===== src/rtl/stream_take_sum_if.sv =====
// Request / stream / result handshake bundle for stream_take_sum.
// The master side issues requests, supplies stream elements and takes results.
// The slave side is the summing block.
interface stream_take_sum_if #(
    parameter int intN = 8
);
    // request channel
    logic            in_valid;
    logic            in_ready;
    logic [intN-1:0] count;

    // element stream
    logic [intN-1:0] sIn;
    logic            sIn_valid;
    logic            sIn_ready;

    // result channel
    logic            out_valid;
    logic            out_ready;
    logic [intN-1:0] sum;

    modport master (
        output in_valid, count, sIn, sIn_valid, out_ready,
        input  in_ready, sIn_ready, out_valid, sum
    );

    modport slave (
        input  in_valid, count, sIn, sIn_valid, out_ready,
        output in_ready, sIn_ready, out_valid, sum
    );
endinterface


===== src/rtl/stream_take_sum.sv =====
// Takes a request carrying an element count, consumes exactly that many
// stream elements, and presents their sum (modulo 2^intN) until the
// downstream accepts it. All handshake outputs are decoded from registered
// state, so there is no combinational path from any input to any output.
module stream_take_sum #(
    parameter int intN = 8
) (
    input logic             clk,
    input logic             nrst,
    stream_take_sum_if.slave bus
);

    typedef enum logic [1:0] {
        IDLE = 2'd0,
        RUN  = 2'd1,
        DONE = 2'd2
    } state_e;

    localparam logic [intN-1:0] ONE = {{(intN-1){1'b0}}, 1'b1};

    state_e          state_q, state_d;
    logic [intN-1:0] acc_q, acc_d;
    logic [intN-1:0] remaining_q, remaining_d;

    // Next-state logic: accept a request, accumulate elements, hand off the result.
    always_comb begin
        // NOTE: every value gets a default before the case so no path leaves
        // one unassigned; a missing default here would infer a latch.
        state_d     = state_q;
        acc_d       = acc_q;
        remaining_d = remaining_q;

        case (state_q)
            IDLE: begin
                if (bus.in_valid) begin
                    remaining_d = bus.count;
                    acc_d       = '0;
                    // A zero-length request skips straight to presenting 0.
                    state_d     = (bus.count != '0) ? RUN : DONE;
                end
            end
            RUN: begin
                // Without a valid element everything holds; there is no timeout.
                if (bus.sIn_valid) begin
                    acc_d       = acc_q + bus.sIn;
                    remaining_d = remaining_q - ONE;
                    // Leave on the edge of the last element so no extra one is taken.
                    if (remaining_q == ONE) begin
                        state_d = DONE;
                    end
                end
            end
            DONE: begin
                if (bus.out_ready) begin
                    state_d = IDLE;
                end
            end
            default: begin
                state_d = IDLE;
            end
        endcase
    end

    // State register with asynchronous active-low reset.
    always_ff @(posedge clk or negedge nrst) begin
        // NOTE: all three registers are reset so an abandoned run can never
        // leak a partial sum or a stale element count into the next request.
        if (!nrst) begin
            state_q     <= IDLE;
            acc_q       <= '0;
            remaining_q <= '0;
        end else begin
            // NOTE: non-blocking assignments make every register update from
            // the values present before the edge, matching the hardware.
            state_q     <= state_d;
            acc_q       <= acc_d;
            remaining_q <= remaining_d;
        end
    end

    // Output decode from registered state only.
    always_comb begin
        bus.in_ready  = (state_q == IDLE);
        bus.sIn_ready = (state_q == RUN);
        bus.out_valid = (state_q == DONE);
        // The accumulator is only visible once the run is complete.
        bus.sum       = (state_q == DONE) ? acc_q : '0;
    end

endmodule


===== src/flat_wrapper.sv =====
// flat-port wrapper written by rule: the top's interface ports become plain ports
module stream_take_sum_flat 
#(
    parameter int intN = 8
)
  (clk, nrst, bus_in_valid, bus_count, bus_sIn, bus_sIn_valid, bus_out_ready, bus_in_ready, bus_sIn_ready, bus_out_valid, bus_sum);
  stream_take_sum_if #(.intN(intN)) bus_i ();
  input logic clk;
  input logic nrst;
  input wire logic [$bits(bus_i.in_valid)-1:0] bus_in_valid;
  input wire logic [$bits(bus_i.count)-1:0] bus_count;
  input wire logic [$bits(bus_i.sIn)-1:0] bus_sIn;
  input wire logic [$bits(bus_i.sIn_valid)-1:0] bus_sIn_valid;
  input wire logic [$bits(bus_i.out_ready)-1:0] bus_out_ready;
  output wire logic [$bits(bus_i.in_ready)-1:0] bus_in_ready;
  output wire logic [$bits(bus_i.sIn_ready)-1:0] bus_sIn_ready;
  output wire logic [$bits(bus_i.out_valid)-1:0] bus_out_valid;
  output wire logic [$bits(bus_i.sum)-1:0] bus_sum;
  assign bus_i.in_valid = bus_in_valid;
  assign bus_i.count = bus_count;
  assign bus_i.sIn = bus_sIn;
  assign bus_i.sIn_valid = bus_sIn_valid;
  assign bus_i.out_ready = bus_out_ready;
  assign bus_in_ready = bus_i.in_ready;
  assign bus_sIn_ready = bus_i.sIn_ready;
  assign bus_out_valid = bus_i.out_valid;
  assign bus_sum = bus_i.sum;
  stream_take_sum #(.intN(intN)) u_core (.clk(clk), .nrst(nrst), .bus(bus_i));
endmodule

===== config.mk =====
export PLATFORM = sky130hd
export DESIGN_NAME = stream_take_sum_flat
export DESIGN_NICKNAME = d
export VERILOG_FILES = /design/src/rtl/stream_take_sum_if.sv /design/src/rtl/stream_take_sum.sv /design/src/flat_wrapper.sv
export SDC_FILE = /design/constraint.sdc
export NUM_CORES = 1
export LEC_CHECK = 0
export BUFFER_PORTS_ARGS = -buffer_cell sky130_fd_sc_hd__clkbuf_2
export CAP_MARGIN = 10
export CORE_MARGIN = 4
export CORE_UTILIZATION = 57
export DETAILED_ROUTE_END_ITERATION = 16
export PLACE_DENSITY = 0.94
export RECOVER_POWER = 50
export SYNTH_ARGS = -nofsm -noshare
export SYNTH_HDL_FRONTEND = slang
export SYNTH_SLANG_ARGS = --single-unit

===== constraint.sdc =====
create_clock -name clk -period 4.1 [get_ports clk]
set_input_delay 0.41 -clock clk [delete_from_list [all_inputs] [get_ports clk]]
set_output_delay 0.41 -clock clk [all_outputs]
set_load 0.1 [all_outputs]

==> flow_summary_export.csv <==
group,metric,value,unit
run_status,outcome,"completed",
sta,worst_slack,1690,ps
power,comb_power_share,61.7,%
clocking,clock_tree.root_cell,"clkbuf_4",
floorplan,dieWidth,55.7,um
sta,layout_min_cycle_time,2410,ps
sta,worstMarginPinSlew,1020,ps
min_path,hold_class,"in2async",
clocking,post_cts_resized,0,
placed_design,dp_hpwl,2300,um
sta,fin_crit_sh,58.7,%
yosys,postSynthCellCount,142,
routing,wl,3060,um
clocking,clk_latency,290,ps
clocking,numCtsBuffers,3,
routing,viasPerCell,6.08,
yosys,ys_ff_latch,18,
sta,finalMaxSlewViolations,0,
placed_design,place_ws,1870,ps
yosys,synth_seq_area_share,34.7,%
placed_design,gp_congestion,0.900,
clocking,cts_tree,"built",
floorplan,rows,17,
floorplan,die_y,55.7,um
setup_path,rr_startpoint,"u_core.state_q[0]",
setup_path,r2r_slack,1940,ps
sta,hold_viol,0,
layout,drive_above_1_share,23.3,%
clocking,cts.sinks,18,
routing,drtIter0Drc,39,
setup_path,worstReg2RegEnd,"u_core.remaining_q[2]",
global_routing,grt_pass1_wl,5330,um
clocking,cts_buffer_depth,2,
clocking,cts_hold_buf,0,
job,maxCapViolCount,0,
routing,drcViolationCount,0,
sta,rsz0062_at_grt,"false",
yosys,yosysWarnings,0,
setup_path,setup.worst_path.end_class,"output pin",
setup_path,start_kind,"flop",
floorplan,io_pins,32,
power,p_leak,0.726,nW
global_routing,antenna_found_initial,0,
global_routing,grt_usage,21.0,%
layout,area_growth,14.6,%
setup_path,crit_end,"bus_sum[5]",
clocking,clk_pin_slew,110,ps
clocking,htreeDepth,1,
yosys,yosysUniqueCellTypes,42,
layout,diodes,0,
setup_path,cp_data_arrival_time,2000,ps
sta,timing.slew.headroom,31.7,%
sta,fmax,0.416,GHz
yosys,synth.avg_cell_area,9.15,um2
yosys,synth_fp_nets,173,
global_routing,grt_max_degree,19,
floorplan,placeableCoreArea,0.00219,mm2
setup_path,rr_worst_depth,4,
sta,clock_skew,2.83,ps
routing,vias,1215,
floorplan,die_area,0.00311,mm2
yosys,syn_area,0.00130,mm2
power,p_clk_share,9.0,%
placed_design,io_buffers,31,
layout,fin_util,68.0,%
global_routing,grt_overflow_total,0,
sta,fin_setup_tns,0,ps
power,power_frac_seq,29.3,%
power,p_int,0.571,mW
global_routing,first_global_vias,1239,
setup_path,startpoint,"u_core.state_q[0]",
setup_path,worstSetupPathType,"reg2out",
routing,wire_per_inst,15.3,um
routing,detail-route-antenna-nets,0,
power,swShare,53.9,%
floorplan,start_util,59.3,%
sta,finalSetupViolCount,0,
routing,dr.pass1.iters,4,
placed_design,place_area,0.00145,mm2
power,powerDensity,832,mW/mm2
setup_path,crit_fanout,11,
setup_path,crit_required,3690,ps
layout,final_cell_area,0.00149,mm2
power,p_sw,0.667,mW
layout,finalNetCount,204,
clocking,cts_setup_buffers,0,
power,ir_worst_vdd,0.516,mV
[layout make-up]
type	instances	area (um2)
Multi-Input combinational cell	115	793
Sequential cell	18	450
Fill cell	159	702
Timing Repair Buffer	31	154
Clock buffer	4	36.3
Inverter	4	20.0
Tap cell	28	35.0
[critical path: stages, from the launching register on]
cell      delay (ps)
dfrtp_1          520
nor2b_1          500
and2_1           210
clkbuf_2         470
[metrics by stage]
step | power [mW] | hold WS (ps) | cells
floorplan | 0.995 | 114 | 142
global placement | 1.08 | 381 | 196
detailed placement | 1.12 | 388 | 196
CTS | 1.24 | 61.4 | 200
global route | 1.34 | 311 | 200
finish | 1.24 | 262 | 200
[per-layer routing]
layer	share of wire, %	GRT usage, %
met5	0	0
met3	6.2	3.48
met1	40	26.0
met2	52	36.3
met4	2.2	8.33
[kinds of logic (layout without fill, tap and decap cells)]
logic type,Yosys count,in the layout,share of synthesized area (%)
XOR/XNOR,4,4,2.70
AND/OR/NAND/NOR,58,58,26.2
multiplexers,2,2,1.54
adder cells (fa/ha/maj),10,10,10.2
flip-flops,18,18,34.7
buffers and inverters,9,39,4.24
AO/OA/AOI/OAI,41,41,20.4
[cell usage after synthesis (all sizes together)]
cell type	instances	area share (%)
dfrtp	18	35
nand2	15	4.9
a21oi	11	4.2
o21ai	11	4.2
and2	9	4.3
ha	9	8.7
nand3	5	1.9
nor2	5	1.4
nor3	5	1.9
a21o	4	2.3
buf	4	2.4
inv	4	1.5
o22ai	4	1.9
xnor2	4	2.7
and3	3	1.4
nor3b	3	1.7
nor4b	3	2.0
a211oi	2	1.5
a32o	2	1.5
mux2i	2	1.5
nand2b	2	1.5
or3	2	0.96
or4	2	1.2
a211o	1	0.67
a221o	1	0.77
a31oi	1	0.48
and4bb	1	0.96
clkbuf	1	0.29
fa	1	1.5
nand3b	1	0.58
nor2b	1	0.48
o21a	1	0.58
o221a	1	0.87
o22a	1	0.67
o31ai	1	0.58
or4b	1	0.77
[placed cells by master, fill, tap and decap left out, drive strengths merged]
| cell | instances |
|---|---|
| a211o | 1 |
| a211oi | 2 |
| a21o | 4 |
| a21oi | 11 |
| a221o | 1 |
| a31oi | 1 |
| a32o | 2 |
| and2 | 9 |
| and3 | 3 |
| and4bb | 1 |
| clkbuf | 35 |
| dfrtp | 18 |
| fa | 1 |
| ha | 9 |
| inv | 4 |
| mux2i | 2 |
| nand2 | 15 |
| nand2b | 2 |
| nand3 | 5 |
| nand3b | 1 |
| nor2 | 5 |
| nor2b | 1 |
| nor3 | 5 |
| nor3b | 3 |
| nor4b | 3 |
| o21a | 1 |
| o21ai | 11 |
| o221a | 1 |
| o22a | 1 |
| o22ai | 4 |
| o31ai | 1 |
| or3 | 2 |
| or4 | 2 |
| or4b | 1 |
| xnor2 | 4 |
[sequential cells by signal (all words and copies together) (netlist names)]
| register | cells |
|---|---|
| u_core.acc_q | 8 |
| u_core.remaining_q | 8 |
| u_core.state_q | 2 |
[power by group through the flow]
| stage | registers [mW] | logic (mW) | clock network, mW |
|---|---|---|---|
| CTS | 0.359 | 0.766 | 0.114 |
| finish | 0.363 | 0.765 | 0.111 |
| floorplan | 0.328 | 0.667 | 0 |
| global route | 0.377 | 0.838 | 0.124 |
| detailed placement | 0.362 | 0.756 | 0 |
| global placement | 0.353 | 0.728 | 0 |
[worst min-delay path by stage]
stage,slack (ps),from,end
6_report,260,nrst,u_core.acc_q[0]
5_1_grt,310,nrst,u_core.acc_q[0]
4_1_cts,60,nrst,u_core.acc_q[3]
3_5_place_dp,390,nrst,u_core.acc_q[3]
3_3_place_gp,380,nrst,u_core.acc_q[4]
2_1_floorplan,110,nrst,u_core.acc_q[0]
No activity file was read; power rests on OpenSTA's default activity.
